**src/rtl/rv32i_lsu_stage.sv**
```systemverilog
// rv32i_lsu_stage: RV32I load/store stage with bus handshake, timeout abort and forwarding taps.
// Ports: clk/reset (sync, active-high); in_valid/in_ready handshake with execute-stage operands;
// bus_* request/ack memory port (IO window at IO_BASE); registered writeback outputs plus df_* forwarding.
// Optional macro RV32I_LSU_MISALIGN_TRAP_EN turns misaligned half/word accesses into immediate errors.
module rv32i_lsu_stage #(
  parameter logic [31:0] IO_BASE = 32'h8000_0000,
  parameter int          TIMEOUT = 16
) (
  input  logic        clk,
  input  logic        reset,
  input  logic        in_valid,
  output logic        in_ready,
  input  logic [31:0] pc_in,
  input  logic [31:0] iw_in,
  input  logic [31:0] alu_in,
  input  logic [31:0] rs2_data_in,
  input  logic [4:0]  wb_reg_in,
  input  logic        wb_en_in,
  input  logic        is_load,
  input  logic        is_store,
  input  logic [1:0]  width_in,
  input  logic        unsigned_in,
  output logic        bus_req,
  output logic        bus_we,
  output logic        bus_io,
  output logic [29:0] bus_addr,
  output logic [3:0]  bus_be,
  output logic [31:0] bus_wdata,
  input  logic        bus_ack,
  input  logic [31:0] bus_rdata,
  output logic        out_valid,
  output logic [31:0] pc_out,
  output logic [31:0] iw_out,
  output logic [31:0] wb_data_out,
  output logic [4:0]  wb_reg_out,
  output logic        wb_en_out,
  output logic        err_out,
  output logic        df_enable,
  output logic [4:0]  df_reg,
  output logic [31:0] df_data
);
  typedef enum logic [1:0] {IDLE, BUS, DONE} state_t;
  typedef struct packed {
    logic [31:0] pc;
    logic [31:0] iw;
    logic [31:0] alu;
    logic [31:0] rs2;
    logic [4:0]  rd;
    logic        wen;
    logic        st;
    logic [1:0]  w;
    logic        u;
  } req_t;
  typedef struct packed {
    logic        valid;
    logic [31:0] pc;
    logic [31:0] iw;
    logic [31:0] data;
    logic [4:0]  rd;
    logic        wen;
    logic        err;
  } out_t;
  state_t state_q, state_d;
  logic [7:0] cnt_q, cnt_d;
  req_t req_q, req_d;
  out_t o_q, o_d;
  logic mem, mis, bad;
  logic [31:0] sh, ld;
  assign mem = is_load | is_store;
`ifdef RV32I_LSU_MISALIGN_TRAP_EN
  assign mis = (width_in == 2'b01 & alu_in[0]) | (width_in == 2'b10 & alu_in[1:0] != 2'b00);
`else
  assign mis = 1'b0;
`endif
  assign bad = width_in == 2'b11 | mis;
  // Lane select of the returned word, then sign/zero extension.
  assign sh = req_q.w == 2'b00 ? bus_rdata >> {req_q.alu[1:0], 3'b000} :
              req_q.w == 2'b01 ? bus_rdata >> {req_q.alu[1], 4'b0000} : bus_rdata;
  assign ld = req_q.w == 2'b00 ? {{24{~req_q.u & sh[7]}}, sh[7:0]} :
              req_q.w == 2'b01 ? {{16{~req_q.u & sh[15]}}, sh[15:0]} : sh;
  assign in_ready  = state_q == IDLE;
  assign bus_req   = state_q == BUS;
  assign bus_we    = bus_req & req_q.st;
  assign bus_io    = bus_req & (req_q.alu >= IO_BASE);
  assign bus_addr  = bus_req ? req_q.alu[31:2] : 30'd0;
  assign bus_be    = !bus_req ? 4'b0000 :
                     req_q.w == 2'b00 ? 4'b0001 << req_q.alu[1:0] :
                     req_q.w == 2'b01 ? 4'b0011 << {req_q.alu[1], 1'b0} : 4'b1111;
  assign bus_wdata = !bus_req ? 32'd0 :
                     req_q.w == 2'b00 ? {4{req_q.rs2[7:0]}} :
                     req_q.w == 2'b01 ? {2{req_q.rs2[15:0]}} : req_q.rs2;
  assign out_valid   = o_q.valid;
  assign pc_out      = o_q.pc;
  assign iw_out      = o_q.iw;
  assign wb_data_out = o_q.data;
  assign wb_reg_out  = o_q.rd;
  assign wb_en_out   = o_q.wen;
  assign err_out     = o_q.err;
  assign df_enable   = o_q.valid & o_q.wen;
  assign df_reg      = o_q.rd;
  assign df_data     = o_q.data;
  always_comb begin
    state_d = state_q;
    cnt_d = cnt_q;
    req_d = req_q;
    o_d = o_q;
    o_d.valid = 1'b0;
    o_d.err = 1'b0;
    if (state_q == IDLE && in_valid) begin
      req_d = {pc_in, iw_in, alu_in, rs2_data_in, wb_reg_in, wb_en_in, is_store, width_in, unsigned_in};
      if (mem && !bad) begin
        state_d = BUS;
        cnt_d = 8'd0;
      end else begin
        // Non-memory ops and rejected memory ops both complete without touching the bus.
        o_d = {1'b1, pc_in, iw_in, alu_in, wb_reg_in, wb_en_in & ~mem, mem};
      end
    end else if (state_q == BUS) begin
      if (bus_ack) begin
        state_d = DONE;
        o_d = {1'b1, req_q.pc, req_q.iw, req_q.st ? req_q.alu : ld, req_q.rd, req_q.wen & ~req_q.st, 1'b0};
      end else if (cnt_q == 8'(TIMEOUT - 1)) begin
        state_d = DONE;
        o_d = {1'b1, req_q.pc, req_q.iw, req_q.alu, req_q.rd, 1'b0, 1'b1};
      end else begin
        cnt_d = cnt_q + 8'd1;
      end
    end else if (state_q == DONE) begin
      state_d = IDLE;
    end
  end
  always_ff @(posedge clk) begin
    if (reset) begin
      state_q <= IDLE;
      cnt_q <= 8'd0;
      req_q <= '0;
      o_q <= '0;
    end else begin
      state_q <= state_d;
      cnt_q <= cnt_d;
      req_q <= req_d;
      o_q <= o_d;
    end
  end
endmodule

```
**config.mk**
```make
export PLATFORM = sky130hd
export DESIGN_NAME = rv32i_lsu_stage
export DESIGN_NICKNAME = d
export VERILOG_FILES = /design/src/rtl/rv32i_lsu_stage.sv
export SDC_FILE = /design/constraint.sdc
export NUM_CORES = 1
export LEC_CHECK = 0
export CORE_MARGIN = 2
export CORE_UTILIZATION = 50
export CTS_CLUSTER_SIZE = 24
export DETAILED_ROUTE_END_ITERATION = 8
export PLACE_DENSITY = 0.95
export SLEW_MARGIN = 20
export SYNTH_ARGS = -nofsm -noshare
export SYNTH_HDL_FRONTEND = slang
export SYNTH_SLANG_ARGS = --single-unit
```
**constraint.sdc**
```tcl
create_clock -name clk -period 5.45 [get_ports clk]
set_clock_uncertainty 0.1 [all_clocks]
set_input_delay 0.545 -clock clk [delete_from_list [all_inputs] [get_ports clk]]
set_output_delay 0.545 -clock clk [all_outputs]
set_load 0.005 [all_outputs]
```
# After elaboration in Yosys (flattened, before gate mapping)
# Cells that the tools add are included.
# op_classes
n_addsub,1
n_lt_le_gt_ge,1
eq_ne,10
n_shift,4
muxes,28
bitwise,11
n_reduce_logical,11
# ops
cell,n
$mux W104,5
$mux W32,8
$shr A32 B5 Y32,2
$mux W8,5
$ge A32 B32 Y1 const B,1
$mux W30,1
$mux W2,6
$mux W4,3
$add A8 B1 Y8 const B,1
$eq A8 B4 Y1 const B,1
$and A1 B1 Y1,7
$reduce_and A3 Y1,2
$reduce_bool A3 Y1,2
$eq A2 B1 Y1 const B,2
$eq A2 B2 Y1 const B,2
$logic_not A2 Y1,2
$ne A2 B1 Y1 const B,2
$ne A2 B2 Y1 const B,2
$ne A4 B1 Y1 const B,1
$reduce_and A4 Y1,1
$shl A1 B2 Y4 const A,1
$shl A2 B2 Y4 const A,1
$not A1 Y1,3
$logic_and A1 B1 Y1,2
3 further kinds,3
# word_totals
regBits,252
inputBits,175
wordCells,84

# Longest topological paths before layout
# Gate-level depths: netlist of the first run.
# logic_depth
depth_word,10
ltp_mapped,8

# Worst setup path after synthesis of the first run
# OpenSTA, ideal clock, no wires.
# synth_path
path_type,reg2out
from,register req_q[2] in the netlist's numbering
to,output port bus_wdata[16]
arrival_ns,1.480
required_ns,4.805
slack_ns,3.325
path_stages_with_launch,6
path_buffers,3
path_cell_list,dfxtp_1 clkbuf_1 clkbuf_1 buf_2 mux2i_1 nor2_1
# synth_between
elab_chain_cells,4
word_cells_on_any_way,5
cone_classes,eq/ne (1); mux (3); reduce/logical (1)
# synth_rtl
item,line,text
start: declaration,65,"req_t req_q, req_d;"
start signal: assignment,141,req_q <= req_d;
$eq A2 B1 Y1,91,req_q.w == 2'b01 ? {2{req_q.rs2[15:0]}} : req_q.rs2;
$mux W32,91,
$mux W32 *,90,req_q.w == 2'b00 ? {4{req_q.rs2[7:0]}} :
$mux W32 *,89,assign bus_wdata = !bus_req ? 32'd0 :
end: declaration,28,"output logic [31:0] bus_wdata,"
# Every way passes the cells marked *; elsewhere a longest branch is shown, timed or not.

# Worst setup path after layout of the first run
# layout_path
from,register req_q[1] in the netlist's numbering
to,output port bus_wdata[15]
# layout_between
elab_chain_cells,3
# layout_rtl
item,line
$logic_not A2 Y1,90
$mux W32,90
$mux W32,89
# Every way passes these cells.

==> impl_metrics.py, run 1 <==
metrics = {
    "finish": {
        "final_nets": 1936,
        "multi_input_area_um2": 5630,
        "fin_util_pct": 71.0,
        "regArea_um2": 5050,
        "area_delta_synth_final_pct": 39.1,
        "largest_register_ffs": 138,
        "regMostFlops": "req_q",
        "drive_gt1_share_pct": 4.83,
        "mostFrequentLayoutCell": "nand2_1",
        "most-common-layout-cells": "nand2_1 (392), clkdlybuf4s50_1 (385), dfxtp_1 (251)",
        "fillers": 1686,
    },
    "cts": {
        "post_cts_resized": 0,
        "cts_hold_buffers": 0,
        "cts.htree.levels": 1,
        "cts_buffers": 27,
        "cts_buffer_depth": 3,
        "clock-sinks": 252,
        "post-cts-setup-buffer-count": 0,
        "cts_tree": "done",
        "clk_pin_slew_ps": 60,
        "clock_latency_ps": 540,
        "root_buffer": "clkbuf_16",
    },
    "worst_hold_path": {
        "whs_path_depth": 2,
        "hold_class": "flop to flop",
    },
    "global_route": {
        "grt_pass1_wl_um": 64600,
        "overflow": 0,
        "top_usage_layer": "met2",
        "antenna_found_initial": 3,
        "grt_pass1_vias": 11872,
        "grt_util_met1_pct": 38.8,
        "track_usage_pct": 33.1,
        "grt_max_degree": 143,
        "grt_use_met2_pct": 55.3,
        "met3_usage_pct": 7.75,
    },
    "setup_path": {
        "cp.required_ps": 4810,
        "crit_arrival_ps": 3010,
        "cp_max_fo": 16,
        "endpoint_kind": "primary output",
        "worstRegToRegCells": 5,
        "start_kind": "flop",
        "setup.worst_path.class": "flop to primary output",
    },
    "yosys": {
        "synthMuxAreaShare_pct": 2.56,
        "synth_compound_area_share_pct": 25.4,
        "ys_warn_count": 0,
        "synthArstFlopShare_pct": 0,
        "synth_top_area_share_pct": 43.7,
        "synth-simple-area-share_pct": 20.0,
        "synth_flop_cell": "dfxtp_1",
        "synth_edf_count": 0,
        "synth_top_family_by_area": "compound AO/OA/AOI/OAI gates",
        "synth.top_cells.by_area": "dfxtp_1 (44%), nand2_1 (13%), a21oi_1 (11%)",
        "netlist_instances": 1493,
        "syn-num-nets": 1669,
        "syn-cell-area_um2": 11600,
        "synthAdderAreaFrac_pct": 0.108,
        "yosysTopAreaCell": "dfxtp_1",
        "synth_xor_area_share_pct": 0.379,
        "seq_area_frac_synth_pct": 43.7,
        "avgSynthCellArea_um2": 7.74,
        "ys_ff_latch": 252,
        "yosysUniqueCellTypes": 59,
    },
    "timing": {
        "grt_setup_unrepaired": "false",
        "period_needed_ps": 3660,
        "tns_ps": 0,
        "finalSetupViolCount": 0,
        "worst_pin_slew_ps": 1110,
        "max_slew_margin_pct": 25.8,
        "maxSlewViolCount": 0,
        "clock.fmax_mhz": 273,
        "fin_crit_sh_pct": 67.1,
        "finalHoldViolCount": 0,
    },
    "placed_design": {
        "port-buffer-count": 386,
        "gp_congestion": 0.958,
        "dp_hpwl_um": 28600,
    },
    "floorplanning": {
        "die_w_um": 156,
        "initial_core_util_pct": 51.0,
        "io_pins": 387,
        "die-area_um2": 24300,
        "core_area_um2": 22600,
        "num_rows": 55,
        "die_h_um": 156,
    },
    "drt": {
        "drc": 0,
        "wire_per_inst_um": 20.6,
        "vias": 12502,
        "viasPerCell": 6.05,
        "routed_wl_um": 42600,
        "ant_nets": 0,
        "firstDrtPassIters": 6,
        "drt_iter0_markers": 1126,
    },
    "run": {
        "drv_cap": 0,
    },
    "pwr": {
        "power_density_nw_per_um2": 301,
        "p_leak_nw": 5.68,
        "ir_worst_vdd_uv": 252,
    },
    "status": {
        "status": "finished clean",
    },
}
==> worst paths after layout <==
check                           startpoint            end  slack (ps)
worst max-delay path              req_q[1]  bus_wdata[15]        1790
worst max register to register  state_q[0]     df_data[2]        2190
worst min register to register  pc_out[25]     pc_out[25]         350
worst min-delay path            pc_out[25]     pc_out[25]         350
==> logic make-up after synthesis <==
group           after synthesis
simple gates                550
buf+inv                     191
flops                       252
fa+ha+maj                     1
xor+xnor                      5
mux                          28
compound gates              466
==> worst max-delay path, stage by stage (launching register included) <==
cell	delay [ps]
dfxtp_1	500
buf_4	300
nor2_1	700
nand2_1	120
a21oi_1	280
clkdlybuf4s50_1	570
==> routing by layer <==
| metal | vias to the layer above | wire (µm) |
|---|---|---|
| met5 | - | 0 |
| met4 | 0 | 2480 |
| met3 | 193 | 4140 |
| met2 | 808 | 20500 |
| met1 | 5838 | 15500 |
| li1 | 5663 | - |
==> power breakdown <==
group	internal, W	leakage, nW	switching, W
combinational	0.000414	3.16	0.000448
sequential	0.00196	2.07	0.000103
clock	0.00115	0.461	0.000768
total	0.00352	5.68	0.00132
==> cell type report <==
cell class,instances,share of cell area [%]
inverter,28,0.654
timing repair buffer,401,24.8
multi-input combinational,1050,35.0
sequential,252,31.4
tap,285,2.22
clock buffer,42,5.18
antenna,3,0.0467
clock inverter,7,0.662
==> stage by stage <==
stage	instance area [µm²]	instances	total power, W	setup WS, ps	hold slack [ps]
6_report	16100	2068	0.00484	1790	352
5_1_grt	16100	2067	0.00501	1720	367
4_1_cts	16100	2065	0.00484	1890	353
3_5_place_dp	15100	2016	0.00294	2020	344
3_3_place_gp	15100	2016	0.00292	2080	336
2_1_floorplan	11600	1493	0.00251	3330	332
==> synthesized netlist by cell type (2+ instances only) <==
cell type  instances
inv_1             27
nor3_1            10
mux2_2             2
dfxtp_1          252
xnor2_1            3
o21ai_1            2
a22oi_1           73
a31oi_1            8
mux2i_1           25
a21o_1             3
nor2_1            63
nor4_1             6
o22ai_1           19
a211oi_1           7
o21bai_1           2
o221ai_1           3
o2111ai_1          7
a21oi_1          248
o31a_1            11
buf_2             25
xor2_1             2
or2_2              2
buf_4             40
nand3_1            9
nor2b_1            7
a2111oi_0          5
o21ai_0           28
o211ai_1           8
nand2b_1           5
clkbuf_1          90
a2bb2oi_1          4
nand2_1          392
buf_6              2
and3_1             4
a32oi_1            2
a221oi_2          10
buf_1              5
and2_1            40
a22o_1            12
a311oi_1          10
or3_1              2
(Power assumes the default switching activity.)
==> inputs of run 2 (changes only) <==
Settings changed: CORE_UTILIZATION 50 to 46, PLACE_DENSITY 0.95 to 0.89.
Clock period 5.45 ns to 3.6 ns, I/O delays scaled along.
==> impl_metrics.py, run 2 (same netlist as run 1, synthesis figures left out) <==
metrics = {
    "finish": {
        "regArea_um2": 5050,
        "largest_register_ffs": 138,
        "final_area_um2": 16100,
        "most-common-layout-cells": "nand2_1 (392), clkdlybuf4s50_1 (385), dfxtp_1 (251)",
        "drive_gt1_share_pct": 5.36,
        "area_delta_synth_final_pct": 39.5,
        "fin_util_pct": 64.7,
        "final_nets": 1948,
        "fin_cells": 2122,
        "multi_input_area_um2": 5630,
        "fillers": 2067,
        "regMostFlops": "req_q",
        "mostFrequentLayoutCell": "nand2_1",
    },
    "drt": {
        "firstDrtPassIters": 7,
        "vias": 12311,
        "routed_wl_um": 41300,
        "ant_nets": 0,
        "wire_per_inst_um": 19.4,
        "drt_iter0_markers": 1376,
        "viasPerCell": 5.80,
        "drc": 0,
    },
    "setup_path": {
        "slowest_stage": "nor2_1",
        "cpPeakStageDelay_ps": 730,
        "cp.required_ps": 3140,
        "reg2reg_slack_ps": 930,
        "crit_arrival_ps": 2750,
        "r2r-end": "iw_out[5]",
        "endpoint_kind": "primary output",
        "start_kind": "flop",
        "setup.worst_path.class": "flop to primary output",
        "reg2reg_from": "cnt_q[0]",
        "path_cells": "nor2_1, nand2_1, a21oi_1, clkdlybuf4s50_1",
        "worstRegToRegCells": 8,
        "cp_max_fo": 17,
    },
    "timing": {
        "tns_ps": 0,
        "worst_pin_slew_ps": 1060,
        "clock.fmax_mhz": 311,
        "finalHoldViolCount": 0,
        "period_needed_ps": 3210,
        "max_slew_margin_pct": 29.3,
        "grt_setup_unrepaired": "false",
        "layout_setup_ws_ps": 390,
        "fin_crit_sh_pct": 89.2,
        "finalSetupViolCount": 0,
        "maxSlewViolCount": 0,
    },
    "placed_design": {
        "dp_hpwl_um": 28600,
        "dp_slack_ps": 755,
        "placed_cells": 2074,
        "port-buffer-count": 386,
        "dpl_cell_area_um2": 15300,
        "gp_congestion": 0.965,
    },
    "run": {
        "drv_cap": 0,
    },
    "global_route": {
        "track_usage_pct": 29.9,
        "overflow": 0,
        "grt_pass1_wl_um": 63400,
        "antenna_found_initial": 2,
        "grt_max_degree": 149,
        "grt_pass1_vias": 11721,
    },
    "worst_hold_path": {
        "holdPathEnd": "req_q[39]",
        "hold_class": "primary input to flop",
        "min_from": "rs2_data_in[29]",
        "whs_path_depth": 3,
    },
    "cts": {
        "cts_buffers": 26,
        "cts_hold_buffers": 0,
        "cts.htree.levels": 1,
        "root_buffer": "clkbuf_16",
        "clock_latency_ps": 540,
        "post_cts_resized": 0,
        "clock-sinks": 252,
        "clk_pin_slew_ps": 60,
        "cts_buffer_depth": 3,
        "post-cts-setup-buffer-count": 0,
        "cts_tree": "done",
    },
    "floorplanning": {
        "num_rows": 58,
        "die_w_um": 162,
        "initial_core_util_pct": 46.4,
        "die-area_um2": 26400,
        "io_pins": 387,
        "core_area_um2": 24900,
        "die_h_um": 162,
    },
    "pwr": {
        "power_density_nw_per_um2": 435,
        "p_leak_nw": 5.68,
        "ir_worst_vdd_uv": 370,
    },
    "status": {
        "status": "finished clean",
    },
}
-- run 2: changes by cell type in the layout (fill, tap and decap cells not counted), moves of 2 or more --
cell | before | now
buf_12 | 1 | 3
buf_4 | 14 | 25
bufinv_16 | 2 | 0
clkbuf_8 | 11 | 4
clkinv_2 | 2 | 4
clkinvlp_4 | 1 | 4
-- run 2: how the worst max path moves through the flow --
stage,start,endpoint,cells after the start
2_1_floorplan,req_q[2],bus_wdata[16],5
3_3_place_gp,bus_ack,pc_out[27],7
3_5_place_dp,bus_ack,iw_out[5],7
4_1_cts,req_q[1],bus_wdata[15],4
5_1_grt,req_q[1],bus_wdata[15],4
6_report,req_q[1],bus_wdata[15],4
-- run 2: area by class of cell --
| type | instances | share of cell area, % |
|---|---|---|
| multi-input cells | 1050 | 34.9 |
| flip-flops and latches | 252 | 31.3 |
| repair buffers | 414 | 25.5 |
| clock buffers | 34 | 4.41 |
| well taps | 330 | 2.56 |
| inverters | 28 | 0.652 |
| clock inverters | 12 | 0.575 |
| diodes | 2 | 0.0311 |
-- run 2: per-stage QoR --
step	hold slack [ps]	total power [W]
floorplan	332	0.00381
global placement	337	0.00444
detailed placement	344	0.00448
CTS	263	0.00701
global route	274	0.00728
finish	274	0.00701
-- run 2: per-layer routing --
layer | vias to the layer above | GRT usage, % | routed length, µm
met4 | 0 | 13.7 | 1990
met3 | 125 | 4.94 | 3640
met1 | 5800 | 37.5 | 15900
li1 | 5673 | - | -
met5 | - | 0 | 0
met2 | 713 | 50.4 | 19800
-- run 2: worst max-delay path, delay by kind of cell (launching register included) --
family / cells / cell delay, ps
and+or+nand+nor: 2 / 850
buffers and inverters: 1 / 570
DFF: 1 / 490
AOI/OAI and AO/OA: 1 / 300
-- run 2: where the power goes --
group | internal [W] | total [W] | switching [W] | leakage [nW]
combinational | 0.000643 | 0.00131 | 0.000665 | 3.23
sequential | 0.00297 | 0.00313 | 0.000156 | 2.07
clock | 0.00140 | 0.00257 | 0.00117 | 0.384
==> inputs of run 3 (changes only) <==
Settings changed: CORE_UTILIZATION 46 to 50, PLACE_DENSITY 0.89 to 0.95.
Clock period 3.6 ns to 4.1 ns, I/O delays scaled along.
==> impl_metrics.py, run 3 (same netlist as run 1, synthesis figures left out) <==
metrics = {
    "timing": {
        "tns_ps": 0,
        "period_needed_ps": 3270,
        "fin_crit_sh_pct": 79.8,
        "finalHoldViolCount": 0,
        "maxSlewViolCount": 0,
        "max_slew_margin_pct": 34.3,
        "grt_setup_unrepaired": "false",
        "worst_pin_slew_ps": 985,
        "finalSetupViolCount": 0,
        "clock.fmax_mhz": 306,
    },
    "drt": {
        "firstDrtPassIters": 6,
        "drt_iter0_markers": 1264,
        "viasPerCell": 6.01,
        "drc": 0,
        "ant_nets": 0,
        "vias": 12430,
        "routed_wl_um": 42200,
        "wire_per_inst_um": 20.4,
    },
    "finish": {
        "final_area_um2": 16000,
        "final_nets": 1938,
        "regArea_um2": 5050,
        "area_delta_synth_final_pct": 38.9,
        "most-common-layout-cells": "nand2_1 (392), clkdlybuf4s50_1 (385), dfxtp_1 (251)",
        "fin_util_pct": 70.9,
        "largest_register_ffs": 138,
        "mostFrequentLayoutCell": "nand2_1",
        "multi_input_area_um2": 5620,
        "regMostFlops": "req_q",
        "drive_gt1_share_pct": 4.78,
        "fillers": 1678,
        "fin_cells": 2069,
    },
    "cts": {
        "cts_hold_buffers": 0,
        "post_cts_resized": 0,
        "clock_latency_ps": 550,
        "root_buffer": "clkbuf_16",
        "cts_buffer_depth": 3,
        "clock-sinks": 252,
        "cts_buffers": 26,
        "clk_pin_slew_ps": 70,
        "post-cts-setup-buffer-count": 0,
        "cts_tree": "done",
        "cts.htree.levels": 1,
    },
    "worst_hold_path": {
        "whs_path_depth": 3,
        "min_from": "rs2_data_in[18]",
        "hold_class": "primary input to flop",
        "holdPathEnd": "req_q[28]",
    },
    "global_route": {
        "overflow": 0,
        "antenna_found_initial": 4,
        "grt_pass1_wl_um": 64000,
        "grt_max_degree": 144,
        "track_usage_pct": 32.8,
        "grt_pass1_vias": 11949,
    },
    "setup_path": {
        "setup.worst_path.class": "flop to primary output",
        "cp_max_fo": 13,
        "start_kind": "flop",
        "reg2reg_from": "cnt_q[0]",
        "reg2reg_slack_ps": 1300,
        "worstRegToRegCells": 8,
        "endpoint_kind": "primary output",
        "r2r-end": "df_data[12]",
        "crit_arrival_ps": 2760,
        "cp.required_ps": 3590,
    },
    "placed_design": {
        "port-buffer-count": 386,
        "dp_hpwl_um": 28600,
        "dpl_cell_area_um2": 15200,
        "placed_cells": 2019,
        "gp_congestion": 0.950,
    },
    "floorplanning": {
        "num_rows": 55,
        "die_w_um": 156,
        "io_pins": 387,
        "initial_core_util_pct": 51.0,
        "core_area_um2": 22600,
        "die-area_um2": 24300,
        "die_h_um": 156,
    },
    "pwr": {
        "power_density_nw_per_um2": 388,
        "p_leak_nw": 5.66,
        "ir_worst_vdd_uv": 302,
        "total_power_w": 0.00623,
    },
    "status": {
        "status": "finished clean",
    },
    "run": {
        "drv_cap": 0,
    },
}
[run 3: changes by cell type in the layout (fill, tap and decap cells not counted), sizes merged]
cell | previous run | this run
bufinv | 0 | 2
buf | 28 | 18
diode | 2 | 4
clkinv | 7 | 8
inv | 29 | 28
clkinvlp | 4 | 2
[run 3: cell type report]
class	instances	share of cell area, %
multi-input cells	1050	35.0
repair buffers	404	25.3
clock inverters	12	0.788
clock buffers	34	4.43
diodes	4	0.0624
well taps	285	2.22
flip-flops and latches	252	31.5
inverters	28	0.655
[run 3: through the flow]
stage / worst slack (ps) / hold WS (ps)
2_1_floorplan: 2110 / 332
3_3_place_gp: 983 / 336
3_5_place_dp: 951 / 343
4_1_cts: 856 / 301
5_1_grt: 705 / 337
6_report: 827 / 307
[run 3: where the power goes]
| group | switching, W | internal, W |
|---|---|---|
| clock | 0.000984 | 0.00135 |
| sequential | 0.000137 | 0.00261 |
| combinational | 0.000594 | 0.000558 |
| total | 0.00171 | 0.00451 |
[run 3: routing by layer]
metal  global-route usage [%]  up-vias  wire length (µm)
li1                         -     5656                 -
met1                     38.9     5843             15900
met2                     55.8      773             20500
met3                     5.92      158              3580
met4                     19.3        0              2360
met5                        0        -                 0
[run 3: worst max path at each step]
| stage | slack, ps | cells after the start | end | from |
|---|---|---|---|---|
| 6_report | 830 | 4 | bus_be[0] | req_q[1] |
| 5_1_grt | 710 | 4 | bus_be[0] | req_q[1] |
| 4_1_cts | 860 | 4 | bus_be[0] | req_q[1] |
| 3_5_place_dp | 950 | 7 | df_data[16] | in_valid |
| 3_3_place_gp | 980 | 7 | df_data[20] | in_valid |
| 2_1_floorplan | 2110 | 5 | bus_wdata[16] | req_q[2] |
[run 3: worst max-delay path, cell delays in order, from the launching register on]
cell and delay, ps:
dfxtp_1 750, inv_1 260, a211oi_1 610, nor2_1 90, clkdlybuf4s50_1 510
